## config.mk

```make
export PLATFORM = sky130hd
export DESIGN_NAME = muldiv_seq
export DESIGN_NICKNAME = d
export VERILOG_FILES = /design/src/rtl/muldiv_seq.sv
export SDC_FILE = /design/constraint.sdc
export NUM_CORES = 1
export LEC_CHECK = 0
export ABC_CLOCK_PERIOD_IN_PS = 4430
export CELL_PAD_IN_SITES_DETAIL_PLACEMENT = 1
export CELL_PAD_IN_SITES_GLOBAL_PLACEMENT = 1
export CORE_MARGIN = 2
export CORE_UTILIZATION = 25
export CTS_BUF_LIST = sky130_fd_sc_hd__clkbuf_4 sky130_fd_sc_hd__clkbuf_8
export CTS_CLUSTER_SIZE = 40
export DETAILED_ROUTE_END_ITERATION = 10
export PLACE_DENSITY_LB_ADDON = 0.1
export SETUP_SLACK_MARGIN = 0.3
export SLEW_MARGIN = 10
export SYNTH_ARGS = -nofsm -noshare
export SYNTH_HDL_FRONTEND = slang
export SYNTH_SLANG_ARGS = --single-unit
export TNS_END_PERCENT = 1
```

## constraint.sdc

```tcl
create_clock -name clk -period 4.43 [get_ports clk]
set_input_delay 0.886 -clock clk [delete_from_list [all_inputs] [get_ports clk]]
set_output_delay 0.886 -clock clk [all_outputs]
set_load 0.005 [all_outputs]
```

## src/rtl/muldiv_seq.sv

```systemverilog
// rtl/muldiv_seq.sv - iterative radix-2 multiply / restoring divide sequencer owning HI/LO
module muldiv_seq #(
    parameter int WIDTH = 32
) (
    input  logic             clk,
    input  logic             rst_n,
    input  logic             start,
    input  logic [1:0]       op,
    input  logic [WIDTH-1:0] src_a,
    input  logic [WIDTH-1:0] src_b,
    input  logic             hilo_rd,
    output logic             busy,
    output logic             stall,
    output logic             done,
    output logic             div_zero,
    output logic [WIDTH-1:0] hi,
    output logic [WIDTH-1:0] lo
);
    localparam int CW = $clog2(WIDTH);

    typedef enum logic [1:0] {S_IDLE, S_RUN, S_FIX, S_DONE} state_t;

    state_t             state_q;
    logic [2*WIDTH:0]   acc_q;
    logic [WIDTH-1:0]   bmag_q;
    logic [CW-1:0]      count_q;
    logic               neg_res_q;
    logic               neg_rem_q;
    logic               is_div_q;
    logic               div_zero_q;
    logic [WIDTH-1:0]   hi_q;
    logic [WIDTH-1:0]   lo_q;

    logic [WIDTH-1:0]   a_mag_d;
    logic [WIDTH-1:0]   b_mag_d;
    logic [WIDTH:0]     mul_sum_d;
    logic [2*WIDTH:0]   mul_next_d;
    logic [2*WIDTH:0]   shifted_d;
    logic [WIDTH:0]     trial_d;
    logic [2*WIDTH:0]   div_next_d;
    logic [2*WIDTH:0]   acc_d;
    logic [2*WIDTH-1:0] prod_d;
    logic [WIDTH-1:0]   quo_d;
    logic [WIDTH-1:0]   rem_d;
    logic [WIDTH-1:0]   hi_d;
    logic [WIDTH-1:0]   lo_d;

    always_comb begin
        a_mag_d = (op[0] && src_a[WIDTH-1]) ? -src_a : src_a;
        b_mag_d = (op[0] && src_b[WIDTH-1]) ? -src_b : src_b;

        // Multiply: the multiplier sits in the low half and shifts out as the product shifts in.
        mul_sum_d  = acc_q[2*WIDTH:WIDTH] + (acc_q[0] ? {1'b0, bmag_q} : {(WIDTH+1){1'b0}});
        mul_next_d = {1'b0, mul_sum_d, acc_q[WIDTH-1:1]};

        // Divide: remainder in the upper W+1 bits so the trial subtract can borrow.
        shifted_d  = {acc_q[2*WIDTH-1:0], 1'b0};
        trial_d    = shifted_d[2*WIDTH:WIDTH] - {1'b0, bmag_q};
        div_next_d = trial_d[WIDTH] ? shifted_d
                                    : {trial_d, shifted_d[WIDTH-1:1], 1'b1};

        acc_d = is_div_q ? div_next_d : mul_next_d;

        prod_d = neg_res_q ? -acc_q[2*WIDTH-1:0] : acc_q[2*WIDTH-1:0];
        quo_d  = neg_res_q ? -acc_q[WIDTH-1:0] : acc_q[WIDTH-1:0];
        rem_d  = neg_rem_q ? -acc_q[2*WIDTH-1:WIDTH] : acc_q[2*WIDTH-1:WIDTH];
        hi_d   = is_div_q ? rem_d : prod_d[2*WIDTH-1:WIDTH];
        lo_d   = is_div_q ? quo_d : prod_d[WIDTH-1:0];
    end

    always_ff @(posedge clk or negedge rst_n) begin
        if (!rst_n) begin
            state_q    <= S_IDLE;
            acc_q      <= '0;
            bmag_q     <= '0;
            count_q    <= '0;
            neg_res_q  <= 1'b0;
            neg_rem_q  <= 1'b0;
            is_div_q   <= 1'b0;
            div_zero_q <= 1'b0;
            hi_q       <= '0;
            lo_q       <= '0;
        end else begin
            case (state_q)
                S_IDLE: begin
                    if (start) begin
                        div_zero_q <= 1'b0;
                        is_div_q   <= op[1];
                        neg_res_q  <= op[0] & (src_a[WIDTH-1] ^ src_b[WIDTH-1]);
                        neg_rem_q  <= op[0] & src_a[WIDTH-1];
                        acc_q      <= {{(WIDTH+1){1'b0}}, a_mag_d};
                        bmag_q     <= b_mag_d;
                        count_q    <= CW'(WIDTH - 1);
                        if (op[1] && (src_b == '0)) begin
                            hi_q       <= src_a;
                            lo_q       <= '1;
                            div_zero_q <= 1'b1;
                            state_q    <= S_DONE;
                        end else begin
                            state_q <= S_RUN;
                        end
                    end
                end
                S_RUN: begin
                    acc_q   <= acc_d;
                    count_q <= count_q - 1'b1;
                    if (count_q == '0) state_q <= S_FIX;
                end
                S_FIX: begin
                    hi_q    <= hi_d;
                    lo_q    <= lo_d;
                    state_q <= S_DONE;
                end
                default: state_q <= S_IDLE;
            endcase
        end
    end

    assign busy     = (state_q != S_IDLE);
    assign stall    = busy & (start | hilo_rd);
    assign done     = (state_q == S_DONE);
    assign div_zero = div_zero_q;
    assign hi       = hi_q;
    assign lo       = lo_q;
endmodule

```

==> flow_summary.yaml <==
global_route:
  first_global_vias: 15000
  globalRouteOverflowTotal: 0
  grt_start_max_net_pins: 72
  grt_antenna_before_repair: 1
  grt_usage_pct: 20.5
  grt_pass1_wl_um: 94500
sta:
  totalNegativeSetupSlack_ns: 0
  grt_setup_unrepaired: "yes"
  timing.final.crit_period_ns: 3.91
  hold_violations: 0
  worst_slack_ns: 0.524
  slew-limit-headroom_pct: 37.4
  timing_worst_slew_pin_value_ns: 0.939
  final-max-slew-violation-count: 0
  timing.clock.skew_ns: 0.0273
  max_freq_ghz: 0.256
  setup_violations: 0
  min_period_over_period_pct: 88.2
route:
  drt-total-wl_um: 61200
  drt-initial-drc-count: 744
  num_vias: 14400
  drc: 0
  wire_per_inst_um: 21.9
  antenna_violating_nets_post_route: 0
  drtPass1Iterations: 5
  route.detailed.vias_per_inst: 5.15
die:
  rows: 88
  floorplan.die_area_um2: 60500
  design.portCount: 138
  chipHeight_um: 246
  initial_core_util_pct: 25.3
  fp.dieW_um: 246
  coreArea_um2: 57800
logic_synthesis:
  yosys.area.top_type_share_pct: 29.4
  post-synth-top-area-cell: "dfrtp_1"
  synth_cells: 1854
  async_sr_flop_fraction_pct: 100
  part_of_the_yosys_area_used_for_sequential_elements_pct: 29.4
  avgSynthCellArea_um2: 7.90
  mappedNetlistArea_um2: 14600
  yosys_warnings: 0
  synth_flop_cell: "dfrtp_1"
  postSynthRegisterBits: 172
  yosys.cell_types.count: 81
  synth.net_count: 2002
  synthTopCellsByArea: "dfrtp_1 (29%), ha_1 (6.5%), o21ai_0 (6.5%), xor2_1 (5.6%), nand2_1 (5.5%)"
  synth_edf_count: 0
layout:
  finalNonFillerCells: 2789
  final_core_util_pct: 30.9
  mostFrequentLayoutCell: "nand2_1"
  area_overhead_of_the_layout_relative_to_synthesis_pct: 22.1
  commonest_cells_after_routing_fill_and_taps_aside: "nand2_1 (214), o21ai_0 (187), dfrtp_1 (171)"
  final_cell_area_um2: 17900
  finish.net_count: 2159
  final_layout_size_suffix_gt1_share_pct: 9.00
clock_network:
  worst_skew_pair.late_latency_ns: 0.58
  cts.sink_count: 172
  path_clk_slew_ns: 0.11
  cts_max_level: 4
  cts_tree: "done"
  cts_buffer_depth: 2
  tritoncts.num_buffers: 17
  clk_root_buffer_cell: "clkbuf_8"
worst_setup_path:
  path_buf_inv: 1
  worst-endpoint-required_ns: 4.94
  critPathMaxFanout: 7
  critPathMaxStageDelay_ns: 0.49
  crit_path_frequent_cell: "a21o_1"
  cp.arrival_ns: 4.41
  setup.worst_path.end_class: "register"
  cp_cell_sequence: "ha_1 > and2_1 > a221o_1 > a41oi_2 > a311oi_2 > a211oi_2 > o21ai_1 > a21o_1 > a21o_1 > ha_2 > nand3_2 > buf_4 > or4_1 > nand3_1"
  timing.critical_path.from: "acc_q[54]"
  reg2reg_from: "acc_q[54]"
  cp_slowest_cell: "or4_1"
  criticalPathCategory: "register to register"
  crit_path_start_kind: "register"
  cpLargestDelayFamily: "compound AO/OA/AOI/OAI gates"
  r2r-end: "acc_q[63]"
  timing.reg2reg.setup_slack_ns: 0.52
  depth_of_the_worst_register_to_register_path: 14
min_path:
  holdCritPathClass: "input pin to asynchronous set/reset pin"
power:
  power_per_cell_area_nw_per_um2: 784
  ir_worst_vdd_mv: 0.284
  power_leakage_nw: 7.47
place:
  numPlacedInstances: 2757
  dp_hpwl_um: 48600
  dpl_cell_area_um2: 17400
  place_worst_setup_slack_ns: 0.119
  numPortBuffers: 137
  routabilityCongestion: 0.869
outcome:
  outcome: "completed"
job:
  max_cap_violations: 0
## cells in the mapped netlist, types with 11 or more instances
cell / n
o21ai_0: 189
o21ai_1: 30
clkbuf_1: 80
xnor2_1: 74
a211oi_1: 17
nor2b_1: 16
dfrtp_1: 172
nor3_1: 46
nor3b_1: 16
mux2i_1: 58
and2_1: 15
a31oi_1: 44
nand3_1: 34
nand2_1: 215
o31ai_1: 28
a21o_1: 35
and3_1: 13
or3_1: 15
o41ai_1: 14
nor4_1: 15
nand4_1: 19
a22oi_1: 11
inv_1: 71
o211ai_1: 15
a21oi_1: 122
xor2_1: 93
ha_1: 76
nor2_1: 166
## through the flow
| step | power (mW) | hold slack (ns) |
|---|---|---|
| global placement | 12.5 | 0.465 |
| floorplan | 8.87 | 0.450 |
| finish | 14.0 | 0.293 |
| detailed placement | 12.6 | 0.471 |
| global route | 15.3 | 0.294 |
| CTS | 14.1 | 0.261 |
## per-layer routing
metal	track usage, %	vias up	wire length [µm]
li1	-	6980	-
met1	27.8	7094	29500
met2	34.3	239	28900
met3	2.42	43	1650
met4	5.74	0	1170
met5	0	-	0
## cells by family after synthesis
group,synth area share [%]
AND/OR/NAND/NOR,19.7
AO/OA/AOI/OAI,24.5
buffers and inverters,5.30
flip-flops,29.4
XOR/XNOR,9.99
adder cells (fa/ha/maj),6.77
multiplexers,4.35
## worst reg2reg max path, delay by kind of cell (launching register included)
family / cells / cell delay, ns
AO/OA/AOI/OAI: 7 / 1.43
buffers and inverters: 1 / 0.23
AND/OR/NAND/NOR: 4 / 0.98
flip-flops: 1 / 0.41
adder cells (fa/ha/maj): 2 / 0.77
## registers in the layout, indices dropped and copies added, names as in the netlist
| signal | flops |
|---|---|
| count_q | 5 |
| lo | 32 |
| acc_q | 65 |
| bmag_q | 32 |
| div_zero | 1 |
| neg_rem_q | 1 |
| is_div_q | 1 |
| neg_res_q | 1 |
| hi | 32 |
| state_q | 2 |
## layout make-up
type	instances	area, µm²
antenna	1	2.50
sequential	172	4310
multi-input combinational	1504	9650
fill	6919	39900
tap	765	957
clock inverter	14	230
clock buffer	17	234
inverter	71	267
timing repair buffer	245	2220
## report_power, final
group | internal (mW) | switching (mW)
registers | 2.25 | 0.729
clock network | 0.681 | 0.727
logic | 3.77 | 5.86
total | 6.70 | 7.32
## worst max-delay path by stage
stage	endpoint	depth (start not counted)	slack, ns
2_1_floorplan	acc_q[48]	14	0.41
5_1_grt	acc_q[52]	16	0.24
6_report	acc_q[63]	14	0.52
4_1_cts	acc_q[59]	18	0.29
3_5_place_dp	acc_q[59]	18	0.12
3_3_place_gp	acc_q[63]	16	0.14
## repair_timing
action | CTS | global route
gates resized for setup | 5 | 9
setup endpoints to repair | 18 | 21
hold buffers | 0 | 0
gates cloned | 0 | 0
buffers inserted | 0 | 0
Power figures use the tool's default switching activity.
